$ cat config.mk
export PLATFORM = sky130hd
export DESIGN_NAME = spu_pair_issue
export DESIGN_NICKNAME = d
export VERILOG_FILES = /design/src/rtl/spu_pair_issue.sv
export SDC_FILE = /design/constraint.sdc
export NUM_CORES = 1
export LEC_CHECK = 0
export CORE_ASPECT_RATIO = 0.8
export CORE_MARGIN = 4
export CORE_UTILIZATION = 49
export CTS_CLUSTER_DIAMETER = 40
export DETAILED_ROUTE_END_ITERATION = 8
export PLACE_DENSITY = 0.8
export SETUP_SLACK_MARGIN = 0.05
export SLEW_MARGIN = 10
export SYNTH_ARGS = -nofsm -noshare
export SYNTH_HDL_FRONTEND = slang
export SYNTH_SLANG_ARGS = --single-unit
$ cat constraint.sdc
create_clock -name clk -period 3.5 [get_ports clk]
set_input_delay 0.875 -clock clk [delete_from_list [all_inputs] [get_ports clk]]
set_output_delay 0.875 -clock clk [all_outputs]
set_load 0.02 [all_outputs]
$ cat src/rtl/spu_pair_issue.sv
// spu_pair_issue: SPU-Lite issue stage, splits an A/B pair onto the even/odd pipes (optional SPU_ISSUE_PERF_EN counters).
// Latency: 1 cycle, registered outputs; a hazarded pair issues over 2 cycles.
// Backpressure: in_ready drops in SECOND, on stall/flush and once halted; stall freezes the stage.
module spu_pair_issue #(
    parameter int OPW   = 7,
    parameter int REGW  = 7,
    parameter int INSTW = 32
) (
    input  logic             clk,
    input  logic             reset,
    input  logic             in_valid,
    output logic             in_ready,
    input  logic [INSTW-1:0] instr_a,
    input  logic [INSTW-1:0] instr_b,
    input  logic             stall,
    input  logic             flush,
    output logic             even_valid,
    output logic [OPW-1:0]   even_op,
    output logic [REGW-1:0]  even_rt,
    output logic [REGW-1:0]  even_ra,
    output logic [REGW-1:0]  even_rb,
    output logic             odd_valid,
    output logic [OPW-1:0]   odd_op,
    output logic [REGW-1:0]  odd_rt,
    output logic [REGW-1:0]  odd_ra,
    output logic [REGW-1:0]  odd_rb,
    output logic             halted
`ifdef SPU_ISSUE_PERF_EN
    ,
    output logic [31:0]      dual_cnt,
    output logic [31:0]      split_cnt,
    output logic [31:0]      stall_cnt
`endif
);

    localparam int USED = OPW + 3 * REGW;
    localparam logic [OPW-1:0] OP_STOP = OPW'(92);

    typedef enum logic {ST_ACCEPT, ST_SECOND} state_t;
    typedef enum logic [1:0] {CL_ILL, CL_EVEN, CL_ODD} cls_t;

    // Field order mirrors the instruction word, LSB first: op, rt, ra, rb.
    typedef struct packed {
        logic [REGW-1:0] rb;
        logic [REGW-1:0] ra;
        logic [REGW-1:0] rt;
        logic [OPW-1:0]  op;
    } inst_t;

    function automatic cls_t classify(input logic [OPW-1:0] op);
        int unsigned v;
        v = 32'(op);
        if (v == 32'd93) return CL_EVEN;
        if (v == 32'd94) return CL_ODD;
        if (v >= 32'd1 && v <= 32'd66 && v != 32'd8) return CL_EVEN;
        if (v >= 32'd67 && v <= 32'd92) return CL_ODD;
        return CL_ILL;
    endfunction

    function automatic logic writes_rt(input logic [OPW-1:0] op);
        int unsigned v;
        v = 32'(op);
        if (classify(op) == CL_ILL) return 1'b0;
        if (v >= 32'd82 && v <= 32'd85) return 1'b0;
        if (v >= 32'd88 && v <= 32'd94) return 1'b0;
        return 1'b1;
    endfunction

    state_t state;
    inst_t  hold_q;
    inst_t  a, b;
    cls_t   a_cls, b_cls, h_cls;
    logic   raw, hazard, a_stop, accept;
    logic   ev_issue, od_issue, split, issue_stop;
    inst_t  ev_src, od_src;
    logic   unused_bits;

    assign a      = instr_a[USED-1:0];
    assign b      = instr_b[USED-1:0];
    assign a_cls  = classify(a.op);
    assign b_cls  = classify(b.op);
    assign h_cls  = classify(hold_q.op);
    assign a_stop = (a.op == OP_STOP);
    assign raw    = writes_rt(a.op) && ((b.ra == a.rt) || (b.rb == a.rt));
    // Illegal slots never take part in a hazard; they just vanish.
    assign hazard = (a_cls != CL_ILL) && (b_cls != CL_ILL) && ((a_cls == b_cls) || raw);

    assign in_ready    = (state == ST_ACCEPT) && !stall && !halted && !flush;
    assign accept      = in_valid && in_ready;
    assign unused_bits = ^{instr_a[INSTW-1:USED], instr_b[INSTW-1:USED]};

    always_comb begin
        ev_issue = 1'b0;
        od_issue = 1'b0;
        ev_src   = a;
        od_src   = a;
        split    = 1'b0;
        if (state == ST_SECOND) begin
            if (!stall && !flush) begin
                if (h_cls == CL_EVEN) begin
                    ev_issue = 1'b1;
                    ev_src   = hold_q;
                end
                if (h_cls == CL_ODD) begin
                    od_issue = 1'b1;
                    od_src   = hold_q;
                end
            end
        end else if (accept) begin
            if (a_cls == CL_EVEN) ev_issue = 1'b1;
            if (a_cls == CL_ODD)  od_issue = 1'b1;
            if (!a_stop) begin
                if (hazard) begin
                    split = 1'b1;
                end else begin
                    if (b_cls == CL_EVEN) begin
                        ev_issue = 1'b1;
                        ev_src   = b;
                    end
                    if (b_cls == CL_ODD) begin
                        od_issue = 1'b1;
                        od_src   = b;
                    end
                end
            end
        end
    end

    assign issue_stop = (ev_issue && ev_src.op == OP_STOP) || (od_issue && od_src.op == OP_STOP);

    always_ff @(posedge clk) begin
        if (!reset) begin
            state      <= ST_ACCEPT;
            hold_q     <= '0;
            even_valid <= 1'b0;
            even_op    <= '0;
            even_rt    <= '0;
            even_ra    <= '0;
            even_rb    <= '0;
            odd_valid  <= 1'b0;
            odd_op     <= '0;
            odd_rt     <= '0;
            odd_ra     <= '0;
            odd_rb     <= '0;
            halted     <= 1'b0;
        end else if (flush) begin
            // Dropping back to ACCEPT is what discards the held B.
            state      <= ST_ACCEPT;
            even_valid <= 1'b0;
            odd_valid  <= 1'b0;
        end else if (!stall) begin
            even_valid <= ev_issue;
            odd_valid  <= od_issue;
            if (ev_issue) begin
                even_op <= ev_src.op;
                even_rt <= ev_src.rt;
                even_ra <= ev_src.ra;
                even_rb <= ev_src.rb;
            end
            if (od_issue) begin
                odd_op <= od_src.op;
                odd_rt <= od_src.rt;
                odd_ra <= od_src.ra;
                odd_rb <= od_src.rb;
            end
            if (issue_stop) halted <= 1'b1;
            if (split) hold_q <= b;
            state <= split ? ST_SECOND : ST_ACCEPT;
        end
    end

`ifdef SPU_ISSUE_PERF_EN
    always_ff @(posedge clk) begin
        if (!reset) begin
            dual_cnt  <= '0;
            split_cnt <= '0;
            stall_cnt <= '0;
        end else begin
            if (even_valid && odd_valid) dual_cnt <= dual_cnt + 32'd1;
            if (split)                   split_cnt <= split_cnt + 32'd1;
            if (stall)                   stall_cnt <= stall_cnt + 32'd1;
        end
    end
`endif

endmodule

==> reports/qor.yml <==
run_status: "completed"
timing.fmax_mhz: 297
synth_ff_type: "dfxtp_1"
core_area_um2: 9730
dp.cells: 892
antenna-diode-count: 0
htree_levels: 3
initial_utilization: 0.508
ys_top_cells_by_area: "dfxtp_1 36%, mux2i_1 16%, nand2_1 8.7%"
clkTransAtPathRegs_ns: 0.06
routability_congestion: 0.947
mostFrequentLayoutCell: "clkdlybuf4s50_1"
detail_route.first_pass.iterations: 5
rsz0062_at_grt: "true"
post-synth-top-area-fraction: 0.356
edff_count_synth: 0
dpl.hpwl_mm: 12.3
most-common-layout-cells: "119 x clkdlybuf4s50_1, 115 x nand2_1, 88 x dfxtp_1, 75 x mux2i_1, 69 x buf_4"
clock_tree.buffer_depth: 2
clock-skew-final_ns: 0.00757
detailroute.via_count: 5502
drt-total-wl_mm: 17.4
synth_top_family_by_area: "simple AND/OR/NAND/NOR gates"
worstMarginPinSlew_ns: 0.600
final_hold_viol_count: 0
ctsHoldBuffers: 0
grt_start_max_net_pins: 39
grt_pass1_wl_mm: 27.2
finalWorstSetupSlack_ns: 0.133
avgViaCountPerCell: 6.07
initial_antenna_violation_count: 0
synth_mux_area_frac: 0.165
die_area_um2: 11800
synth.avg_cell_area_um2: 8.12
wl_per_cell_um: 19.2
drt.antenna.violating_nets: 0
comb_power_share: 0.178
ctsRootBufferMaster: "clkbuf_16"
seq_power_share: 0.432
fp.dieH_um: 97.8
fraction_of_the_mapped_netlist_area_in_adder_cells: 0
synth_seq_cells: 88
tritoncts_num_sinks: 88
power_per_cell_area_nw_per_um2: 344
cts_tree: "done"
synthSimpleGateAreaFrac: 0.225
timing.final.crit_share: 0.962
maxCapViolCount: 0
synth_async_reset_ratio: 0
grtUsageTotal: 0.288
crit_path_start_kind: "input port"
slew_violations: 0
holdCritPathClass: "register to register"
via_count_of_the_first_global_routing_pass: 5388
critical_path_peak_fanout: 28
port-buffer-count: 120
maxSlewHeadroom: 0.599
synthesis.instances: 609
crit_type: "input port to register"
total_leakage_power_nw: 2.76
floorplan.die.width_um: 120
syn_to_final_growth_pct: 42.2
synth_cell_type_count: 63
synth_top_area_cell: "dfxtp_1"
worstPathRequired_ns: 3.76
synthesis.nets: 678
boundaryPins: 129
final_layout_size_suffix_gt1_frac: 0.145
cts_made_buffers: 9
synth-xor-area-share: 0.0266
yosys_warnings: 0
final_net_count: 837
power_switching_mw: 0.641
synth_area_um2: 4940
drt_iter0_drc: 496
sw_frac_of_total: 0.265
cp_data_arrival_time_ns: 3.63
insertion_delay_ns: 0.34
vdd_ir_drop_max_uv: 307
end_kind: "register"
setup_total_negative_slack_ns: 0
fp-row-count: 32
grt_remaining_overflow: 0
clock_power_share: 0.390
drt_drc_violations_left: 0
seq_area_frac_synth: 0.356
synth-compound-area-share: 0.179
cell_internal_power_mw: 1.78
finalNonFillerCells: 906
setup_viol: 0
min_period_ns: 3.37
dpl_worst_slack_ns: -0.267
## sequential cells by signal, indices dropped and copies added (netlist names)
name,count
even_op,7
even_ra,7
even_rb,7
even_rt,7
even_valid,1
halted,1
hold_q,28
odd_op,7
odd_ra,7
odd_rb,7
odd_rt,7
odd_valid,1
state,1
## per-layer routing
layer	global-route usage	part of all wire
met3	0.0816	0.10
met2	0.452	0.45
met5	0	0
met1	0.377	0.42
met4	0.111	0.030
## power groups by stage
stage | Clock (mW) | Sequential, mW | Combinational, mW
4_1_cts | 0.949 | 1.04 | 0.420
5_1_grt | 0.992 | 1.05 | 0.458
3_5_place_dp | 0 | 1.06 | 0.416
6_report | 0.942 | 1.04 | 0.431
2_1_floorplan | 0 | 1.08 | 0.166
3_3_place_gp | 0 | 1.06 | 0.407
## metrics by stage
step	area, um2	power (mW)	hold slack [ns]	util
finish	7030	2.42	0.451	0.722
global placement	6690	1.47	0.439	0.688
detailed placement	6690	1.48	0.447	0.688
floorplan	4940	1.25	0.486	-
global route	7030	2.50	0.480	0.722
CTS	6980	2.41	0.455	0.717
## cell usage after synthesis (2+ instances only)
| cell | instances |
|---|---|
| a21o_1 | 2 |
| a21oi_1 | 46 |
| a221oi_1 | 3 |
| a22oi_1 | 21 |
| a32oi_1 | 3 |
| and2_1 | 2 |
| and3b_1 | 2 |
| buf_1 | 4 |
| buf_2 | 10 |
| buf_4 | 2 |
| buf_6 | 4 |
| clkbuf_1 | 26 |
| dfxtp_1 | 88 |
| inv_1 | 2 |
| mux2_2 | 3 |
| mux2i_1 | 77 |
| nand2_1 | 115 |
| nand2b_1 | 5 |
| nand3_1 | 49 |
| nand4_1 | 4 |
| nor2_1 | 42 |
| nor2b_1 | 4 |
| nor3_1 | 4 |
| nor3b_1 | 2 |
| nor4_1 | 5 |
| o2111ai_1 | 2 |
| o211ai_1 | 2 |
| o21a_1 | 3 |
| o21ai_0 | 7 |
| o21ai_1 | 20 |
| o221ai_1 | 3 |
| o221ai_2 | 3 |
| xnor2_1 | 6 |
| xor2_1 | 9 |
## cells by family (layout without fill, tap and decap cells)
| kind of cell | after synthesis | count (layout) |
|---|---|---|
| multiplexers | 81 | 81 |
| AO/OA/AOI/OAI | 130 | 130 |
| AND/OR/NAND/NOR | 245 | 245 |
| XOR/XNOR | 15 | 15 |
| flip-flops | 88 | 88 |
| buffers and inverters | 50 | 211 |
## worst paths after layout
check	start	to	slack, ns	cells past startpoint
min	odd_rb[0]	odd_rb[0]	0.45	2
min reg2reg	odd_rb[0]	odd_rb[0]	0.45	2
max	instr_b[20]	odd_rt[0]	0.13	12
max reg2reg	hold_q[2]	even_rb[6]	1.05	9
## cell type report
cell class | instances | area [um2]
Multi-Input combinational cell | 471 | 3010
Inverter | 4 | 15.0
Clock buffer | 9 | 225
Sequential cell | 88 | 1760
Timing Repair Buffer | 194 | 1800
Clock inverter | 4 | 48.8
Fill cell | 769 | 2700
Tap cell | 136 | 170
## critical path, cell delays in order
cell,delay [ns]
clkdlybuf4s50_1,0.49
xor2_1,0.22
nor4_2,0.34
nand4_1,0.28
a311oi_2,0.30
buf_4,0.17
nor3_4,0.04
buf_12,0.15
a221oi_4,0.24
buf_8,0.26
nand2_1,0.11
a21oi_1,0.15
## repair_timing
action                     4_1_cts  5_1_grt
resized for setup                2       11
pin swaps                        0        2
setup endpoints to repair        2       29
buffers inserted                 0        1
No activity file was read; power rests on OpenSTA's default activity.
